### src/rtl/pc_fetch_sequencer.sv
// PC next-value selection and imem fetch handshake sequencer.
// Holds redirects that arrive while a fetch is stalled and times out fetches that never return.
module pc_fetch_sequencer #(
  parameter int                ADDR_W    = 32,
  parameter logic [ADDR_W-1:0] RESET_VEC = ADDR_W'(32'h0000_0000),
  parameter logic [ADDR_W-1:0] EXC_VEC   = ADDR_W'(32'h0000_0080),
  parameter int                MAX_WAIT  = 15
) (
  input  logic              clk_i,
  input  logic              rst_i,
  input  logic [ADDR_W-1:0] pc_i,
  input  logic              imem_ready_i,
  input  logic              hazard_stall_i,
  input  logic              branch_taken_i,
  input  logic [ADDR_W-1:0] branch_target_i,
  input  logic              jump_i,
  input  logic [ADDR_W-1:0] jump_target_i,
  input  logic              exc_i,
  output logic [ADDR_W-1:0] pc_next_o,
  output logic              pc_write_o,
  output logic              imem_req_o,
  output logic              ifid_write_o,
  output logic              ifid_flush_o,
  output logic              imem_err_o,
  output logic [1:0]        state_o
);

  typedef enum logic [1:0] {
    S_BOOT  = 2'd0,
    S_FETCH = 2'd1,
    S_WAIT  = 2'd2
  } state_e;

  state_e            state_q, state_d;
  logic              pend_valid_q, pend_valid_d;
  logic [ADDR_W-1:0] pend_target_q, pend_target_d;
  logic [7:0]        wait_cnt_q, wait_cnt_d;

  logic              redir;
  logic [ADDR_W-1:0] redir_target;
  logic [8:0]        cnt_inc;
  logic              timeout;

  assign redir        = exc_i | branch_taken_i | jump_i;
  assign redir_target = exc_i ? EXC_VEC : (branch_taken_i ? branch_target_i : jump_target_i);
  assign cnt_inc      = {1'b0, wait_cnt_q} + 9'd1;

  always_ff @(posedge clk_i or posedge rst_i) begin
    if (rst_i) begin
      state_q       <= S_BOOT;
      pend_valid_q  <= 1'b0;
      pend_target_q <= '0;
      wait_cnt_q    <= '0;
    end else begin
      state_q       <= state_d;
      pend_valid_q  <= pend_valid_d;
      pend_target_q <= pend_target_d;
      wait_cnt_q    <= wait_cnt_d;
    end
  end

  always_comb begin
    state_d       = state_q;
    pend_valid_d  = pend_valid_q;
    pend_target_d = pend_target_q;
    wait_cnt_d    = wait_cnt_q;
    timeout       = 1'b0;
    pc_next_o     = pc_i + ADDR_W'(4);
    pc_write_o    = 1'b0;
    imem_req_o    = 1'b0;
    ifid_write_o  = 1'b0;
    ifid_flush_o  = 1'b0;
    imem_err_o    = 1'b0;
    state_o       = state_q;

    unique case (state_q)
      S_BOOT: begin
        pc_next_o    = RESET_VEC;
        pc_write_o   = 1'b1;
        ifid_flush_o = 1'b1;
        state_d      = S_FETCH;
        wait_cnt_d   = '0;
      end
      S_FETCH: begin
        imem_req_o = 1'b1;
        if (imem_ready_i) begin
          if (redir) begin
            pc_next_o    = redir_target;
            pc_write_o   = 1'b1;
            ifid_flush_o = 1'b1;
          end else if (!hazard_stall_i) begin
            pc_write_o   = 1'b1;
            ifid_write_o = 1'b1;
          end
        end else if (MAX_WAIT == 1) begin
          timeout = 1'b1;
        end else begin
          state_d    = S_WAIT;
          wait_cnt_d = 8'd1;
          if (redir) begin
            pend_valid_d  = 1'b1;
            pend_target_d = redir_target;
          end
        end
      end
      S_WAIT: begin
        imem_req_o = 1'b1;
        if (!imem_ready_i) begin
          if (cnt_inc == 9'(MAX_WAIT)) begin
            timeout = 1'b1;
          end else begin
            wait_cnt_d = cnt_inc[7:0];
            // An exception always replaces what is held; a later branch/jump never does.
            if (exc_i) begin
              pend_valid_d  = 1'b1;
              pend_target_d = EXC_VEC;
            end else if (redir && !pend_valid_q) begin
              pend_valid_d  = 1'b1;
              pend_target_d = redir_target;
            end
          end
        end else begin
          state_d       = S_FETCH;
          wait_cnt_d    = '0;
          pend_valid_d  = 1'b0;
          pend_target_d = '0;
          if (exc_i || pend_valid_q || redir) begin
            pc_next_o    = exc_i ? EXC_VEC : (pend_valid_q ? pend_target_q : redir_target);
            pc_write_o   = 1'b1;
            ifid_flush_o = 1'b1;
          end else if (!hazard_stall_i) begin
            pc_write_o   = 1'b1;
            ifid_write_o = 1'b1;
          end
        end
      end
      default: state_d = S_BOOT;
    endcase

    if (timeout) begin
      imem_err_o    = 1'b1;
      pc_next_o     = EXC_VEC;
      pc_write_o    = 1'b1;
      ifid_write_o  = 1'b0;
      ifid_flush_o  = 1'b1;
      pend_valid_d  = 1'b0;
      pend_target_d = '0;
      wait_cnt_d    = '0;
      state_d       = S_FETCH;
    end

    // Reset forces quiet outputs even though the state already reads BOOT.
    if (rst_i) begin
      pc_next_o    = RESET_VEC;
      pc_write_o   = 1'b0;
      imem_req_o   = 1'b0;
      ifid_write_o = 1'b0;
      ifid_flush_o = 1'b0;
      imem_err_o   = 1'b0;
      state_o      = 2'd0;
    end
  end

endmodule

### config.mk
export PLATFORM = sky130hd
export DESIGN_NAME = pc_fetch_sequencer
export DESIGN_NICKNAME = d
export VERILOG_FILES = /design/src/rtl/pc_fetch_sequencer.sv
export SDC_FILE = /design/constraint.sdc
export NUM_CORES = 1
export LEC_CHECK = 0
export CORE_ASPECT_RATIO = 1.1
export CORE_MARGIN = 1.5
export CORE_UTILIZATION = 48
export CTS_CLUSTER_DIAMETER = 30
export DETAILED_ROUTE_END_ITERATION = 10
export GPL_TIMING_DRIVEN = 0
export PLACE_DENSITY = 0.8
export SLEW_MARGIN = 20
export SYNTH_ARGS = -nofsm -noshare
export SYNTH_HDL_FRONTEND = slang
export SYNTH_SLANG_ARGS = --single-unit
export TNS_END_PERCENT = 30
### constraint.sdc
create_clock -name clk_i -period 3.2 [get_ports clk_i]
set_input_delay 0.64 -clock clk_i [delete_from_list [all_inputs] [get_ports clk_i]]
set_output_delay 0.64 -clock clk_i [all_outputs]
set_load 0.01 [all_outputs]
---- Word level (Yosys, flattened, before mapping) ----
Index checks and enable logic that the tools add are counted.
storage, ports and cells
  input port bits ......................... 103
  register bits ........................... 43
  logic and storage cells ................. 93
cells by class
  eq/ne operators ......................... 8
  bitwise operators ....................... 2
  reduce and logical (&&, ||, !) cells .... 11
  muxes and demuxes ....................... 66
  add/subtract/negate cells ............... 2
operators with widths
  kind                                           count
  2-to-1 mux 32 bit                              17
  case mux 32 bit (3 select lines)               1
  case mux 32 bit (2 select lines)               1
  2-to-1 mux 1 bit                               33
  adder 32 x 3 -> 32 bit, second input constant  1
  2-to-1 mux 8 bit                               4
  case mux 8 bit (3 select lines)                1
  adder 8 x 1 -> 9 bit, second input constant    1
  == test 9 x 4 -> 1 bit, second input constant  1
  != test 3 bit, second input constant           3
  2-to-1 mux 2 bit                               4
  case mux 1 bit (3 select lines)                2
  case mux 2 bit (3 select lines)                1
  != test 5 bit, second input constant           1
  AND reduction 5 bit                            1
  != test 4 bit, second input constant           1
  case mux 1 bit (2 select lines)                2
  nonzero test 4 bit                             1
  AND reduction 3 bit                            1
  nonzero test 3 bit                             1
  == test 2 x 1 -> 1 bit, second input constant  1
  == test 2 bit, second input constant           1
  zero test 2 bit                                1
  logical OR 1 bit                               2
  other kinds (5)                                6

---- Logic depth before layout (Yosys ltp) ----
  depth after elaboration ................. 9
  gate-level depth with buffers ........... 10

---- Worst setup path after synthesis ----
OpenSTA, ideal clock, no wires.
  path type ............................... input -> output
  start point ............................. input rst_i
  end point ............................... output pc_next_o[26]
  stages .................................. 5
  data arrival time ....................... 2.578 ns
  setup slack ............................. -0.018 ns
  buffers on the path ..................... 2
  cell sequence ........................... clkbuf_1 inv_1 o21ai_1 buf_2 a221oi_1
between the ends
  longest elaborated chain between the ends .. 1
ends and longest elaborated chain
  item                line  RTL
  start: declaration  10    input logic rst_i,
  2-to-1 mux 32 bit   153   if (rst_i) begin
  end: declaration    19    output logic [ADDR_W-1:0] pc_next_o,
Every way passes these cells.

---- Worst setup path after layout ----
  start point ............................. register wait_cnt_q[1]
  end point ............................... output pc_next_o[24]
between the ends
  longest elaborated chain between the ends .. 7
ends and longest elaborated chain
  item                      line  RTL
  start: declaration        37    logic [7:0] wait_cnt_q, wait_cnt_d;
  start signal: assignment  58    wait_cnt_q <= wait_cnt_d;
  adder 8 x 1 -> 9 bit      46    assign cnt_inc = {1'b0, wait_cnt_q} + 9'd1;
  == test 9 x 4 -> 1 bit    109   if (cnt_inc == 9'(MAX_WAIT)) begin
  2-to-1 mux 1 bit          109
  2-to-1 mux 1 bit          108   if (!imem_ready_i) begin
  2-to-1 mux 1 bit          76    unique case (state_q)
  2-to-1 mux 32 bit         140   if (timeout) begin
  2-to-1 mux 32 bit         153
Every way passes these cells.

==> impl_metrics.csv <==
group,metric,value,unit
cts,clock_latency,0.31,ns
drt,detail_route.wl_per_cell,19.68,um
placed_design,place.gp.congestion,0.9094,
floorplan,die-area,9886,um^2
setup_path,r2r_start,"state_q[1]$_DFFE_PP0P_",
final_layout,nNetsFinal,899,
power,power.total,3.691,mW
power,power.leakage,2.773,nW
sta,holdWs,0.5294,ns
synthesis,ys_seq_area_share,24.11,%
final_layout,antenna_cells,0,
sta,slew_headroom,50.26,%
worst_hold_path,hp-start,"pend_target_q[19]$_DFFE_PP0P_",
drt,wl_met2,8.391,mm
cts,root_buffer,"clkbuf_8",
sta,fmax,306.6,MHz
synthesis,synth.top_cell.area_share,24.11,%
final_layout,drive_above_1_share,24.11,%
sta,setup_viol,7,
placed_design,portBuffers,139,
power,irDropWorstVdd,0.0003476,V
synthesis,yosysWarnings,0,
cts,cts_buffers,5,
final_layout,fin_cells,902,
synthesis,synth_ff_type,"dfrtp_1",
drt,first_iter_violations,515,
final_layout,synthToLayoutAreaGrowth,49.85,%
drt,drt-met1-wl,7.282,mm
worst_hold_path,min_path_cells,2,
power,power_density,551.9,nW/um^2
setup_path,worstSetupPathType,"register to primary output",
sta,hold_viol_final,0,
drt,met3_wirelength,1.371,mm
sta,slew_violations,0,
floorplan,core_area,8964,um^2
synthesis,ys_ff_latch,43,
cts,clk_pin_slew,0.08,ns
drt,drtAntennaViolNets,0,
setup_path,setup.worst_path.start_class,"register",
sta,min_period,3.262,ns
synthesis,synth.most_common_cell,"nand2_1",
global_routing,grt_overflow,0,
placed_design,hpwl,12.37,mm
drt,wirelength,17.75,mm
setup_path,endpoint_kind,"primary output",
cts,tritoncts,"done",
global_routing,grt_pass1_vias,5468,
floorplan,fp.dieW,94.94,um
sta,finalCritPeriodShare,101.9,%
synthesis,synthesis.nets,716,
drt,viasPerCell,6.350,
setup_path,crit_path_max_fanout,6,
global_routing,grt_max_degree,23,
synthesis,synthDistinctLibCells,63,
placed_design,pre_cts_ws,-1.035,ns
setup_path,r2r-end,"pend_target_q[16]$_DFFE_PP0P_",
synthesis,synth_cells,605,
sta,clock_skew,0.009949,ns
synthesis,synth_area,4463,um^2
cts,cts.sinks,43,
drt,top_layer,"met4",
floorplan,rows,36,
setup_path,r2r_cells,9,
sta,rsz0062_at_grt,"true",
final_layout,fill_cells,685,
synthesis,async_flop_share,100.0,%
placed_design,dp_cells,858,
cts,clk_path_buf_depth,2,
sta,worst_pin_slew,0.7460,ns
global_routing,grt_pass1_wl,27.15,mm
setup_path,reg2reg_setup_slack,0.63,ns
floorplan,ios,142,
floorplan,die-height,104.1,um
floorplan,start_util,49.79,%
drt,drtPass1Iterations,6,
global_routing,antenna_found_initial,0,
synthesis,ys_top_cells_by_count,"nand2_1, nor2_1, o211ai_1, dfrtp_1, clkbuf_1",
outcome,violations,"negative setup slack",
setup_path,cp.arrival,2.62,ns
synthesis,synth_area_leader_cell,"dfrtp_1",
drt,drc_errors,0,
worst_hold_path,holdPathEnd,"pend_target_q[19]$_DFFE_PP0P_",
synthesis,yosys-top-cells-area,"dfrtp_1, nand2_1, o211ai_1",
worst_hold_path,hp-class,"register to register",
sta,timing.final.ws_setup,-0.06158,ns
synthesis,syn_avg_cell_area,7.377,um^2
flow_run,drv.max_cap_violation_count,0,
outcome,outcome,"finished with violations",
cts,htree_num_levels,2,
global_routing,grt_usage,34.91,%
drt,vias,5728,
synthesis,synth_edf_count,0,
setup_path,critical_path_required,2.56,ns
## worst max-delay path: stages, from the launching register on
cell       delay (ns)
dfrtp_2          0.46
ha_4             0.19
a211o_1          0.27
a211oi_2         0.26
o2111ai_2        0.17
buf_4            0.17
o21ai_4          0.19
buf_6            0.15
buf_8            0.11
buf_6            0.13
a21oi_1          0.06
buf_2            0.15
## placed cells by master (no fill, tap or decap), drive strengths merged, types with 16 or more instances in the layout
cell | netlist | final
a21oi | 19 | 19
a22o | 21 | 21
a22oi | 20 | 20
buf | 22 | 86
clkbuf | 33 | 53
clkdlybuf4s50 | 0 | 75
dfrtp | 43 | 43
inv | 20 | 19
mux2i | 31 | 31
nand2 | 98 | 98
nand3 | 16 | 16
nor2 | 60 | 60
nor3 | 18 | 18
o211ai | 45 | 45
o21ai | 22 | 22
## cells by family after synthesis
kind of cell / synth area share (%)
AOI/OAI and AO/OA: 31.48
xor gates and xnor gates: 3.336
adders and majority gates: 2.243
muxes: 7.205
DFF: 24.11
buffers and inverters: 6.896
and+or+nand+nor: 24.73
## layout make-up
cell class	instances	area, um^2	area share (%)
multi-input cells	486	3374	50.46
repair buffers	180	1563	23.37
flip-flops and latches	43	1079	16.13
plain buffers	49	331.6	4.958
well taps	114	142.6	2.133
inverters	21	82.58	1.235
clock buffers	6	72.57	1.085
clock inverters	1	30.03	0.4490
repair inverters	2	12.51	0.1871
## worst max path at each step
stage | from | end | slack, ns | cells past startpoint
after floorplan | rst_i | pc_next_o[27] | 0.25 | 5
after global placement | pc_i[2] | pc_next_o[26] | -1.02 | 9
after detailed placement | exc_i | pc_next_o[0] | -1.04 | 10
after CTS | exc_i | pc_next_o[10] | -0.05 | 10
after global routing | wait_cnt_q[1]$_DFFE_PP0P_ | pc_next_o[4] | -0.12 | 11
final | wait_cnt_q[1]$_DFFE_PP0P_ | pc_next_o[24] | -0.06 | 11
## timing repair
action / CTS / global route
endpoints found under the setup margin: 35 / 36
pin swaps: 26 / 16
setup buffers: 31 / 9
gates resized for setup: 227 / 87
gates cloned: 3 / 0
hold buffers: 0 / 0
endpoints found under the hold margin: 0 / 0
## report_power, final
group / internal (mW) / total (mW) / switching (mW) / leakage, nW
Combinational: 0.986 / 2.28 / 1.29 / 2.19
Clock: 0.229 / 0.431 / 0.202 / 0.0513
Sequential: 0.784 / 0.984 / 0.200 / 0.529
Total: 2.00 / 3.69 / 1.69 / 2.77
## routing by layer
layer,GRT usage [%],up-vias
li1,-,2590
met1,45.63,2706
met2,55.82,357
met3,4.532,75
met4,17.27,0
met5,0,-
## per-stage QoR
step	setup TNS (ns)	utilization, %	area [um^2]
after floorplan	0	-	4467
after global placement	-29.11	66.95	6001
after detailed placement	-30.09	66.95	6001
after CTS	-0.09259	73.65	6601
after global routing	-1.101	74.61	6688
final	-0.2392	74.61	6688
## flip-flops by register name, summed over array words and instances, names as in the netlist
| register | count |
|---|---|
| state_q | 2 |
| pend_target_q | 32 |
| pend_valid_q | 1 |
| wait_cnt_q | 8 |
Note: power is estimated with default switching activity, not from simulation.
